==> src/rtl/mult_wb_buffer.sv <==
// mult_wb_buffer: non-stallable result FIFO between the mult/div unit and writeback.
// Optional zero-latency bypass when the buffer is empty: define MULT_WB_BYPASS_EN.
module mult_wb_buffer #(
  parameter int unsigned DEPTH         = 4,
  parameter int unsigned SKID          = 2,
  parameter int unsigned TRANS_ID_BITS = 3,
  parameter int unsigned XLEN          = 64
) (
  input  logic                     clk_i,
  input  logic                     rst_i,
  input  logic                     flush_i,
  input  logic                     valid_i,
  input  logic [TRANS_ID_BITS-1:0] trans_id_i,
  input  logic [XLEN-1:0]          result_i,
  output logic                     ready_o,
  output logic                     wb_valid_o,
  output logic [TRANS_ID_BITS-1:0] wb_trans_id_o,
  output logic [XLEN-1:0]          wb_result_o,
  input  logic                     wb_ready_i,
  output logic                     overflow_o,
  output logic [$clog2(DEPTH):0]   count_o
);

  localparam int unsigned PTR_W = $clog2(DEPTH);
  localparam int unsigned CNT_W = PTR_W + 1;
  localparam logic [CNT_W-1:0] DEPTH_C = CNT_W'(DEPTH);
  localparam logic [CNT_W-1:0] SKID_C  = CNT_W'(SKID);

  typedef struct packed {
    logic [TRANS_ID_BITS-1:0] trans_id;
    logic [XLEN-1:0]          result;
  } entry_t;

  entry_t           mem_q [DEPTH];
  logic [PTR_W-1:0] wr_ptr_q;
  logic [PTR_W-1:0] rd_ptr_q;
  logic [CNT_W-1:0] count_q;
  logic             overflow_q;

  logic   empty;
  logic   full;
  logic   in_ok;
  logic   fifo_pop;
  logic   push;
  entry_t head;

  assign empty    = (count_q == '0);
  assign full     = (count_q == DEPTH_C);
  assign in_ok    = valid_i && !flush_i;
  assign fifo_pop = !empty && wb_ready_i;
  assign head     = mem_q[rd_ptr_q];

`ifdef MULT_WB_BYPASS_EN
  logic bypass;
  assign bypass = empty && in_ok;
  // A bypassed result taken by writeback in the same cycle never occupies a slot.
  assign push   = in_ok && !(bypass && wb_ready_i) && (!full || fifo_pop);

  always_comb begin
    wb_valid_o    = !empty;
    wb_trans_id_o = head.trans_id;
    wb_result_o   = head.result;
    if (bypass) begin
      wb_valid_o    = 1'b1;
      wb_trans_id_o = trans_id_i;
      wb_result_o   = result_i;
    end
  end
`else
  assign push          = in_ok && (!full || fifo_pop);
  assign wb_valid_o    = !empty;
  assign wb_trans_id_o = head.trans_id;
  assign wb_result_o   = head.result;
`endif

  // Credit to issue: keep SKID slots free for ops already inside the multiplier.
  assign ready_o    = (DEPTH_C - count_q) > SKID_C;
  assign count_o    = count_q;
  assign overflow_o = overflow_q;

  // NOTE: sequential state uses non-blocking assignments so every flop samples pre-edge values.
  always_ff @(posedge clk_i or posedge rst_i) begin
    if (rst_i) begin
      wr_ptr_q   <= '0;
      rd_ptr_q   <= '0;
      count_q    <= '0;
      overflow_q <= 1'b0;
    end else begin
      if (in_ok && full && !fifo_pop) overflow_q <= 1'b1;
      if (flush_i) begin
        wr_ptr_q <= '0;
        rd_ptr_q <= '0;
        count_q  <= '0;
      end else begin
        if (push)     wr_ptr_q <= wr_ptr_q + PTR_W'(1);
        if (fifo_pop) rd_ptr_q <= rd_ptr_q + PTR_W'(1);
        count_q <= count_q + CNT_W'(push) - CNT_W'(fifo_pop);
      end
    end
  end

  // NOTE: entry storage is deliberately not reset; outputs are qualified by wb_valid_o.
  always_ff @(posedge clk_i) begin
    if (push) mem_q[wr_ptr_q] <= '{trans_id: trans_id_i, result: result_i};
  end

endmodule
==> config.mk <==
export PLATFORM = sky130hd
export DESIGN_NAME = mult_wb_buffer
export DESIGN_NICKNAME = d
export VERILOG_FILES = /design/src/rtl/mult_wb_buffer.sv
export SDC_FILE = /design/constraint.sdc
export NUM_CORES = 1
export LEC_CHECK = 0
export BUFFER_PORTS_ARGS = -buffer_cell sky130_fd_sc_hd__buf_2
export CAP_MARGIN = 25
export CORE_AREA = 4 4 190 192
export CTS_CLUSTER_DIAMETER = 40
export DETAILED_ROUTE_END_ITERATION = 16
export DIE_AREA = 0 0 194 196
export GPL_ROUTABILITY_DRIVEN = 0
export PLACE_DENSITY = 0.54
export SYNTH_ARGS = -nofsm -noshare
export SYNTH_HDL_FRONTEND = slang
export SYNTH_SLANG_ARGS = --single-unit
==> constraint.sdc <==
create_clock -name clk_i -period 6.1 [get_ports clk_i]
set_input_delay 0 -clock clk_i [delete_from_list [all_inputs] [get_ports clk_i]]
set_output_delay 0 -clock clk_i [all_outputs]
set_load 0.02 [all_outputs]
* Word level (Yosys, flattened, before mapping) *
Memory sizes are Yosys's and may differ from the RTL's.
Index checks and enable logic that the tools add are counted.

cells by class
  add/sub/neg operators = 5
  magnitude comparators = 1
  equal/unequal tests = 1
  mux-type cells = 7
  reductions and logical operators = 13

operators with widths
  operator                                            number
  two-way mux 2 bit                                   4
  logical AND 1 bit                                   5
  adder 2 x 1 -> 2 bit, second input constant         2
  zero test 1 bit                                     4
  nonzero test 2 bit                                  2
  adder 3 x 1 -> 3 bit                                1
  equality test 3 bit, second input constant          1
  > comparator 3 x 2 -> 1 bit, second input constant  1
  zero test 3 bit                                     1
  two-way mux 3 bit                                   1
  subtractor 3 x 1 -> 3 bit                           1
  subtractor 3 bit, first input constant              1
  two-way mux 1 bit                                   2
  logical OR 1 bit                                    1

storage, ports and cells
  register bits after elaboration = 8
  RAM bits = 268
  input port bits = 72
  output and inout bits = 73
  word-level logic and storage cells = 32
  memories = 1

memories
  name   words  width  read ports  clocked after memory_dff  wr ports  line  text
  mem_q  4      67     1           0                         1         34    entry_t mem_q [DEPTH];

* Depth between registers and ports, before layout *
Gate-level depths: netlist (run 1).

  word-level depth = 8
  mapped depth = 13
  depth with buffers taken out = 13

* Least setup slack after synthesis (run 1) *
OpenSTA, ideal clock, no wires.

  path type = register to register
  start point = register count_q[1] (netlist: count_o[1])
  end point = memory mem_q[0][0] (netlist bit), enable pin
  library setup time = 0.432 ns
  arrival = 3.109 ns
  data required time = 5.668 ns
  setup slack = 2.559 ns
  cell stages (with the launch flop) = 7
  buffers on the path = 0
  period minus slack after synthesis = 3.541 ns
  path through = dfrtp_1 > inv_1 > ha_1 > ha_1 > nand2b_1 > a21oi_1 > and2_1

between the ends
  longest elaborated chain between the ends = 7
  elaborated cells between the ends (all ways) = 9
  classes of those cells = eq/ne: 1; mux: 2; reduce/logical: 6

RTL lines
  element                                      line  text
  start, declared                              37    logic [CNT_W-1:0] count_q;
  start signal, assigned                       97    count_q <= count_q + CNT_W'(push) - CNT_W'(fifo_pop);
  zero test 3 bit                              47    assign empty = (count_q == '0);
  zero test 1 bit                              50    assign fifo_pop = !empty && wb_ready_i;
  logical AND 1 bit                            50
  logical OR 1 bit (*)                         70    assign push = in_ok && (!full || fifo_pop);
  logical AND 1 bit (*)                        70
  two-way mux 1 bit (*)                        104   if (push) mem_q[wr_ptr_q] <= '{trans_id: trans_id_i, result: result_i};
  two-way mux 1 bit (not written as such) (*)  104
  end, declared                                34

Mark *: on every way between the ends. The rest lies on a longest branch, timed or not.

* Worst setup path after layout (run 1) *
  start point = register count_q[1] (netlist: count_o[1])
  end point = register count_q[2] (netlist: count_o[2])

between the ends
  longest elaborated chain between the ends = 8
  elaborated cells between the ends (all ways) = 10
  classes of those cells = add/sub: 2; eq/ne: 1; mux: 1; reduce/logical: 6

RTL lines
  element                        line  text
  zero test 3 bit                47
  zero test 1 bit                50
  logical AND 1 bit              50
  logical OR 1 bit               70
  logical AND 1 bit              70
  adder 3 x 1 -> 3 bit           97
  subtractor 3 x 1 -> 3 bit (*)  97
  two-way mux 3 bit (*)          90    if (flush_i) begin

Marked as above.
A chain may end at the register's enable or synchronous reset.

==> qor.tcl, run 1 <==
set qor(run_status) {completed}
set qor(track_usage_pct) 11.1
set qor(grt_max_degree) 69
set qor(period_share_pct) 49.9
set qor(clk_path_buf_depth) 3
set qor(synth_nets) 492
set qor(number_of_violations_of_the_max_capacitance_limit) 0
set qor(grt_pass1_wl_um) 32900
set qor(grt_antenna_before_repair) 2
set qor(die_w_um) 194
set qor(fill_cells) 3201
set qor(dr_total_vias) 4959
set qor(final_hold_viol_count) 0
set qor(tritoncts.num_buffers) 40
set qor(cp_num_buf_inv) 4
set qor(cts-htree-levels) 2
set qor(design.die.area_um2) 38000
set qor(fp.coreArea_um2) 34400
set qor(synth_to_layout_area_growth_pct) 32.8
set qor(die_height_um) 196
set qor(power.density_cell_area_nw_per_um2) 418
set qor(cpLargestDelayFamily) {adder cells}
set qor(route.final.wire_length_um) 21100
set qor(period_minus_slack_ns) 3.05
set qor(critical_path.cell_chain) {inv_1, ha_1, ha_1, nand2b_1, a21oi_1, inv_1, ha_1, inv_1, ha_1, inv_1, fa_1, xnor2_1, nor2_1}
set qor(achievable-frequency_mhz) 328
set qor(dpl-instance-area_um2) 11500
set qor(maxSlewHeadroom_pct) 42.9
set qor(cp.arrival_ns) 3.44
set qor(leakage_nw) 4.63
set qor(clk-insertion-delay-late_ns) 0.51
set qor(synth_register_bits) 276
set qor(first_iter_violations) 254
set qor(top_level_ports) 145
set qor(num_rows) 68
set qor(ctsResizeCount) 0
set qor(synth_cells) 409
set qor(synth_area_um2) 10200
set qor(routed_wire_length_per_instance_um) 18.5
set qor(worst-slew-pin-transition_ns) 0.857
set qor(timing.clock.skew_ns) 0.0169
set qor(drt_first_pass_iters) 4
set qor(fin_area_um2) 13600
set qor(setup_repair_bufs_after_cts) 0
set qor(critPathMaxFanout) 6
set qor(clockRootBuffer) {clkbuf_16}
set qor(timing.setup.critical_path_class) {reg -> reg}
set qor(worst_ir_drop_vdd_uv) 204
set qor(postLayoutCoreUtil_pct) 39.5
set qor(layout.nets) 740
set qor(synth_cell_types) 24
set qor(post_route_cells_drive_above_1_share_pct) 42.6
set qor(seq_total_area_yosys_pct) 80.6
set qor(worst-endpoint-required_ns) 6.49
set qor(route.detailed.vias_per_inst) 4.33
set qor(first_global_vias) 5685
set qor(final_critical_path_setup_slack_ns) 3.05
set qor(ys_warn_count) 0
set qor(synthesis.area_per_instance_um2) 25.0
set qor(route.detailed.drc) 0
set qor(setup_viol) 0
set qor(detailed_place_hpwl_um) 13000
set qor(ctsHoldBuffers) 73
set qor(grt_remaining_overflow) 0
set qor(path_clk_slew_ns) 0.06
set qor(effective_utilization_at_floorplan_pct) 29.8
set qor(finalPower_mw) 5.69
set qor(setup.worst_path.end_class) {register}
set qor(setup-tns-final_ns) 0
set qor(timing.hold.worst.class) {in -> reg}
set qor(grt_setup_unrepaired) {no}
set qor(ant_nets) 0
set qor(timing.critical_path.slowest_stage_cell) {dfrtp_1}
set qor(tritoncts_clock_tree) {yes}
set qor(timing.final.max_slew_violations) 0
set qor(port_buffers) 144
set qor(clock_sinks) 276
set qor(preCtsSetupSlack_ns) 3.01
set qor(startpoint_type) {register}
set qor(cp_slowest_stage_delay_ns) 0.45
cells by family (layout without fill, tap and decap cells):
logic type,count (synthesis),after routing,synth area share (%)
other,0,1,0
AOI/OAI and AO/OA,4,4,0.244
xor gates and xnor gates,4,4,0.342
muxes,69,69,15.0
DFF,276,276,80.6
buffers and inverters,29,308,1.69
and+or+nand+nor,16,16,0.794
adders and majority gates,11,11,1.42
per-layer routing:
| metal | vias up | global-route usage (%) | wire length, um |
|---|---|---|---|
| met5 | - | 0 | 13 |
| met4 | 2 | 2.81 | 357 |
| met3 | 32 | 3.61 | 1360 |
| met2 | 129 | 19.2 | 10700 |
| met1 | 2562 | 13.4 | 8700 |
| li1 | 2234 | - | - |
sequential cells by signal (all words and copies together), names as in the netlist:
name	flops
wr_ptr_q	2
overflow_o	1
count_o	3
rd_ptr_q	2
mem_q	268
cell type report:
class / instances / area (um^2) / area share [%]
inverter: 12 / 45.0 / 0.331
clock buffer: 44 / 1060 / 7.79
sequential: 276 / 8260 / 60.7
timing repair buffer: 223 / 1570 / 11.5
antenna: 1 / 2.50 / 0.0184
clock inverter: 29 / 268 / 1.97
tap: 455 / 569 / 4.19
multi-input combinational: 104 / 1830 / 13.4
cell usage in the layout, fill, tap and decap left out, types with 5 or more instances in the layout:
master         netlist  layout
buf_2                7     144
clkbuf_16            0      42
clkinvlp_4           0       9
dfrtp_1              8       6
dlygate4sd3_1        0      73
edfxtp_1           268     268
ha_1                10      10
inv_1               12      12
inv_6                0       5
mux4_2              67      67
nor2_1               7       7
stage by stage:
step | std cells | hold slack (ns)
final | 1144 | 0.250
after global routing | 1144 | 0.234
after CTS | 1142 | 0.233
after detailed placement | 996 | -0.0224
after global placement | 992 | -0.0435
after floorplan | 409 | -0.184
worst reg2reg max path: cells and delay by family, from the launching register on:
| kind | cells | cell delay, ns |
|---|---|---|
| XOR/XNOR | 1 | 0.19 |
| buffers and inverters | 4 | 0.32 |
| adder cells (fa/ha/maj) | 5 | 1.26 |
| AND/OR/NAND/NOR | 2 | 0.28 |
| flip-flops | 1 | 0.45 |
| AO/OA/AOI/OAI | 1 | 0.45 |
worst paths after layout:
kind / cells after the start / endpoint / from / slack (ns)
min in group asynchronous: 4 / count_o[1] / rst_i / 0.55
worst max register to register: 13 / count_o[2] / count_o[1] / 3.05
worst min register to register: 1 / overflow_o / overflow_o / 0.49
worst max-delay path: 13 / count_o[2] / count_o[1] / 3.05
worst min-delay path: 2 / mem_q[1][31] / result_i[31] / 0.25
max in group asynchronous: 4 / rd_ptr_q[0] / rst_i / 5.26
synthesized netlist by cell type, drive strengths merged:
cell | n | area, um^2
a21oi | 1 | 5.00
xor2 | 3 | 26.3
and2 | 4 | 25.0
mux2 | 2 | 22.5
ha | 10 | 125
clkbuf | 3 | 11.3
nor2b | 1 | 6.26
nand3b | 1 | 7.51
edfxtp | 268 | 8050
xnor2 | 1 | 8.76
o21ai | 1 | 5.00
buf | 14 | 116
fa | 1 | 20.0
nand2 | 1 | 3.75
inv | 12 | 45.0
dfrtp | 8 | 200
mux4 | 67 | 1510
a21boi | 1 | 7.51
o21bai | 1 | 7.51
nand2b | 2 | 12.5
nor2 | 7 | 26.3
where the power goes:
group,internal (mW),switching (mW)
sequential,2.22,0.0991
combinational,0.522,0.655
clock,1.36,0.830
No activity file was read; power rests on OpenSTA's default activity.
==> run 2: changes to the inputs <==
PLACE_DENSITY = 0.56   (was 0.54)
clock period = 2.7 ns   (was 6.1 ns; I/O delays follow)
==> run 2 against run 1 <==
  * Final cell count rose by 0.79%
  * Wire length is 2.7% higher
  * Sequential power increased by 120%
  * Critical endpoint unchanged
  * Critical path depth unchanged
  * Sequential share of layout area decreased by 0.44 points
  * Critical path type unchanged
  * Via count rose by 1.6%
  * Global-route usage rose by 0.23 points
  * Sequential cell count did not move
==> qor.tcl, run 2 (synthesized netlist as in run 1, its figures left out) <==
set qor(route.detailed.vias_per_inst) 4.37
set qor(min_path_cells) 2
set qor(design.die.area_um2) 38000
set qor(path_clk_slew_ns) 0.05
set qor(first_iter_violations) 301
set qor(timing.setup.critical_path_class) {reg -> reg}
set qor(grt_remaining_overflow) 0
set qor(dr_total_vias) 5037
set qor(clk_path_buf_depth) 3
set qor(fill_cells) 3107
set qor(detailed_place_hpwl_um) 13800
set qor(mostFrequentLayoutCells) {edfxtp_1 (268), buf_2 (144), dlygate4sd3_1 (73)}
set qor(timing.clock.skew_ns) 0.0147
set qor(tritoncts_clock_tree) {yes}
set qor(maxSlewHeadroom_pct) 66.3
set qor(layout.nets) 750
set qor(reg2reg_setup_slack_ns) 0.10
set qor(worst-endpoint-required_ns) 3.09
set qor(preCtsSetupSlack_ns) 0.0390
set qor(setup.worst_path.end_class) {register}
set qor(final_critical_path_setup_slack_ns) 0.100
set qor(track_usage_pct) 11.3
set qor(regMostFlops) {mem_q}
set qor(route.detailed.drc) 0
set qor(effective_utilization_at_floorplan_pct) 29.8
set qor(tritoncts.num_buffers) 39
set qor(power.density_cell_area_nw_per_um2) 940
set qor(worst_r2r_startpoint) {count_o[0]}
set qor(clockRootBuffer) {clkbuf_16}
set qor(period_minus_slack_ns) 2.60
set qor(die_height_um) 196
set qor(achievable-frequency_mhz) 385
set qor(instances_no_fill) 1153
set qor(top_level_ports) 145
set qor(cts-htree-levels) 2
set qor(leakage_nw) 4.69
set qor(die_w_um) 194
set qor(first_global_vias) 5780
set qor(drt_first_pass_iters) 4
set qor(holdCritStartpoint) {result_i[58]}
set qor(critPathMaxFanout) 3
set qor(reg2reg_to) {count_o[2]}
set qor(grt_max_degree) 41
set qor(num_rows) 68
set qor(clock_sinks) 276
set qor(final_hold_viol_count) 0
set qor(combined_area_of_the_multi_input_logic_cells_um2) 1830
set qor(largest_register_ffs) 268
set qor(global_route.usage.met2_pct) 19.1
set qor(layout.area.seq_um2) 8260
set qor(number_of_violations_of_the_max_capacitance_limit) 0
set qor(grt.met3_usage_pct) 3.49
set qor(timing.final.max_slew_violations) 0
set qor(cp.arrival_ns) 2.99
set qor(fp.coreArea_um2) 34400
set qor(period_share_pct) 96.3
set qor(post_route_cells_drive_above_1_share_pct) 42.8
set qor(holdPathEnd) {mem_q[3][58]}
set qor(routed_wire_length_per_instance_um) 18.8
set qor(ant_nets) 0
set qor(setup_viol) 0
set qor(grt_pass1_wl_um) 33300
set qor(met1_usage_pct) 14.1
set qor(layout_commonest_cell) {edfxtp_1}
set qor(dp_cells) 1006
set qor(worst-slew-pin-transition_ns) 0.506
set qor(port_buffers) 144
set qor(r2r_cells) 13
set qor(route.final.wire_length_um) 21700
set qor(grt-busiest-layer) {met2}
set qor(grt_antenna_before_repair) 1
set qor(startpoint_type) {register}
set qor(clk-insertion-delay-late_ns) 0.51
set qor(timing.hold.worst.class) {in -> reg}
set qor(run_status) {completed}
set qor(synth_to_layout_area_growth_pct) 33.7
set qor(worst_ir_drop_vdd_uv) 427
-- run 2: cell types whose count changed in the layout (fill, tap and decap cells not counted), sizes merged --
cell      change
buf          +11
bufinv        +1
clkbuf        +4
clkinv        +1
clkinvlp      -6
inv           -2
-- run 2: critical path: stages (launching register included) --
cell and delay (ns):
dfrtp_1 0.35, inv_1 0.07, ha_1 0.25, ha_2 0.21, nand2b_1 0.17, a21oi_2 0.15
inv_1 0.07, ha_1 0.28, inv_1 0.07, ha_1 0.15, inv_1 0.06, fa_1 0.38
xnor2_1 0.18, nor2_1 0.09
-- run 2: through the flow --
stage | utilization (%) | setup TNS (ns) | power, mW | cell area (um^2) | hold WS (ns)
after detailed placement | 33.9 | 0 | 8.09 | 11700 | -0.0286
after global routing | 39.8 | -0.0300 | 13.5 | 13700 | 0.240
final | 39.8 | 0 | 12.9 | 13700 | 0.248
after CTS | 39.8 | 0 | 13.1 | 13700 | 0.215
after global placement | 33.9 | 0 | 8.01 | 11700 | -0.0454
after floorplan | - | -31.77 | 7.11 | 10200 | -0.184
-- run 2: layout make-up --
| type | count | share of cell area (%) |
|---|---|---|
| flip-flops and latches | 276 | 60.3 |
| inverters | 12 | 0.329 |
| diodes | 1 | 0.0183 |
| multi-input cells | 104 | 13.4 |
| clock buffers | 48 | 7.53 |
| clock inverters | 23 | 1.75 |
| well taps | 455 | 4.16 |
| repair buffers | 234 | 12.5 |
-- run 2: per-layer routing --
layer	routed length [um]	part of all wire, %
met4	445	2.0
met3	1320	6.1
met1	8920	41
met2	11000	51
met5	0	0
-- run 2: report_power, final --
part,leakage (nW),switching (mW),internal (mW),total [mW]
Clock,0.612,1.79,3.04,4.83
Combinational,1.55,1.56,1.28,2.84
Sequential,2.53,0.191,5.01,5.21
Total,4.69,3.54,9.33,12.9
-- run 2: worst max path at each step --
stage | from | endpoint
after floorplan | count_o[1] | mem_q[0][0]
after global placement | count_o[0] | count_o[2]
after detailed placement | count_o[0] | count_o[2]
after CTS | count_o[0] | count_o[2]
after global routing | count_o[0] | count_o[2]
final | count_o[0] | count_o[2]
-- run 2: what timing repair did --
action,4_1_cts,5_1_grt
hold endpoints to repair,284,0
gates resized for setup,0,2
setup buffers,0,2
hold buffers,73,0
setup endpoints to repair,0,1
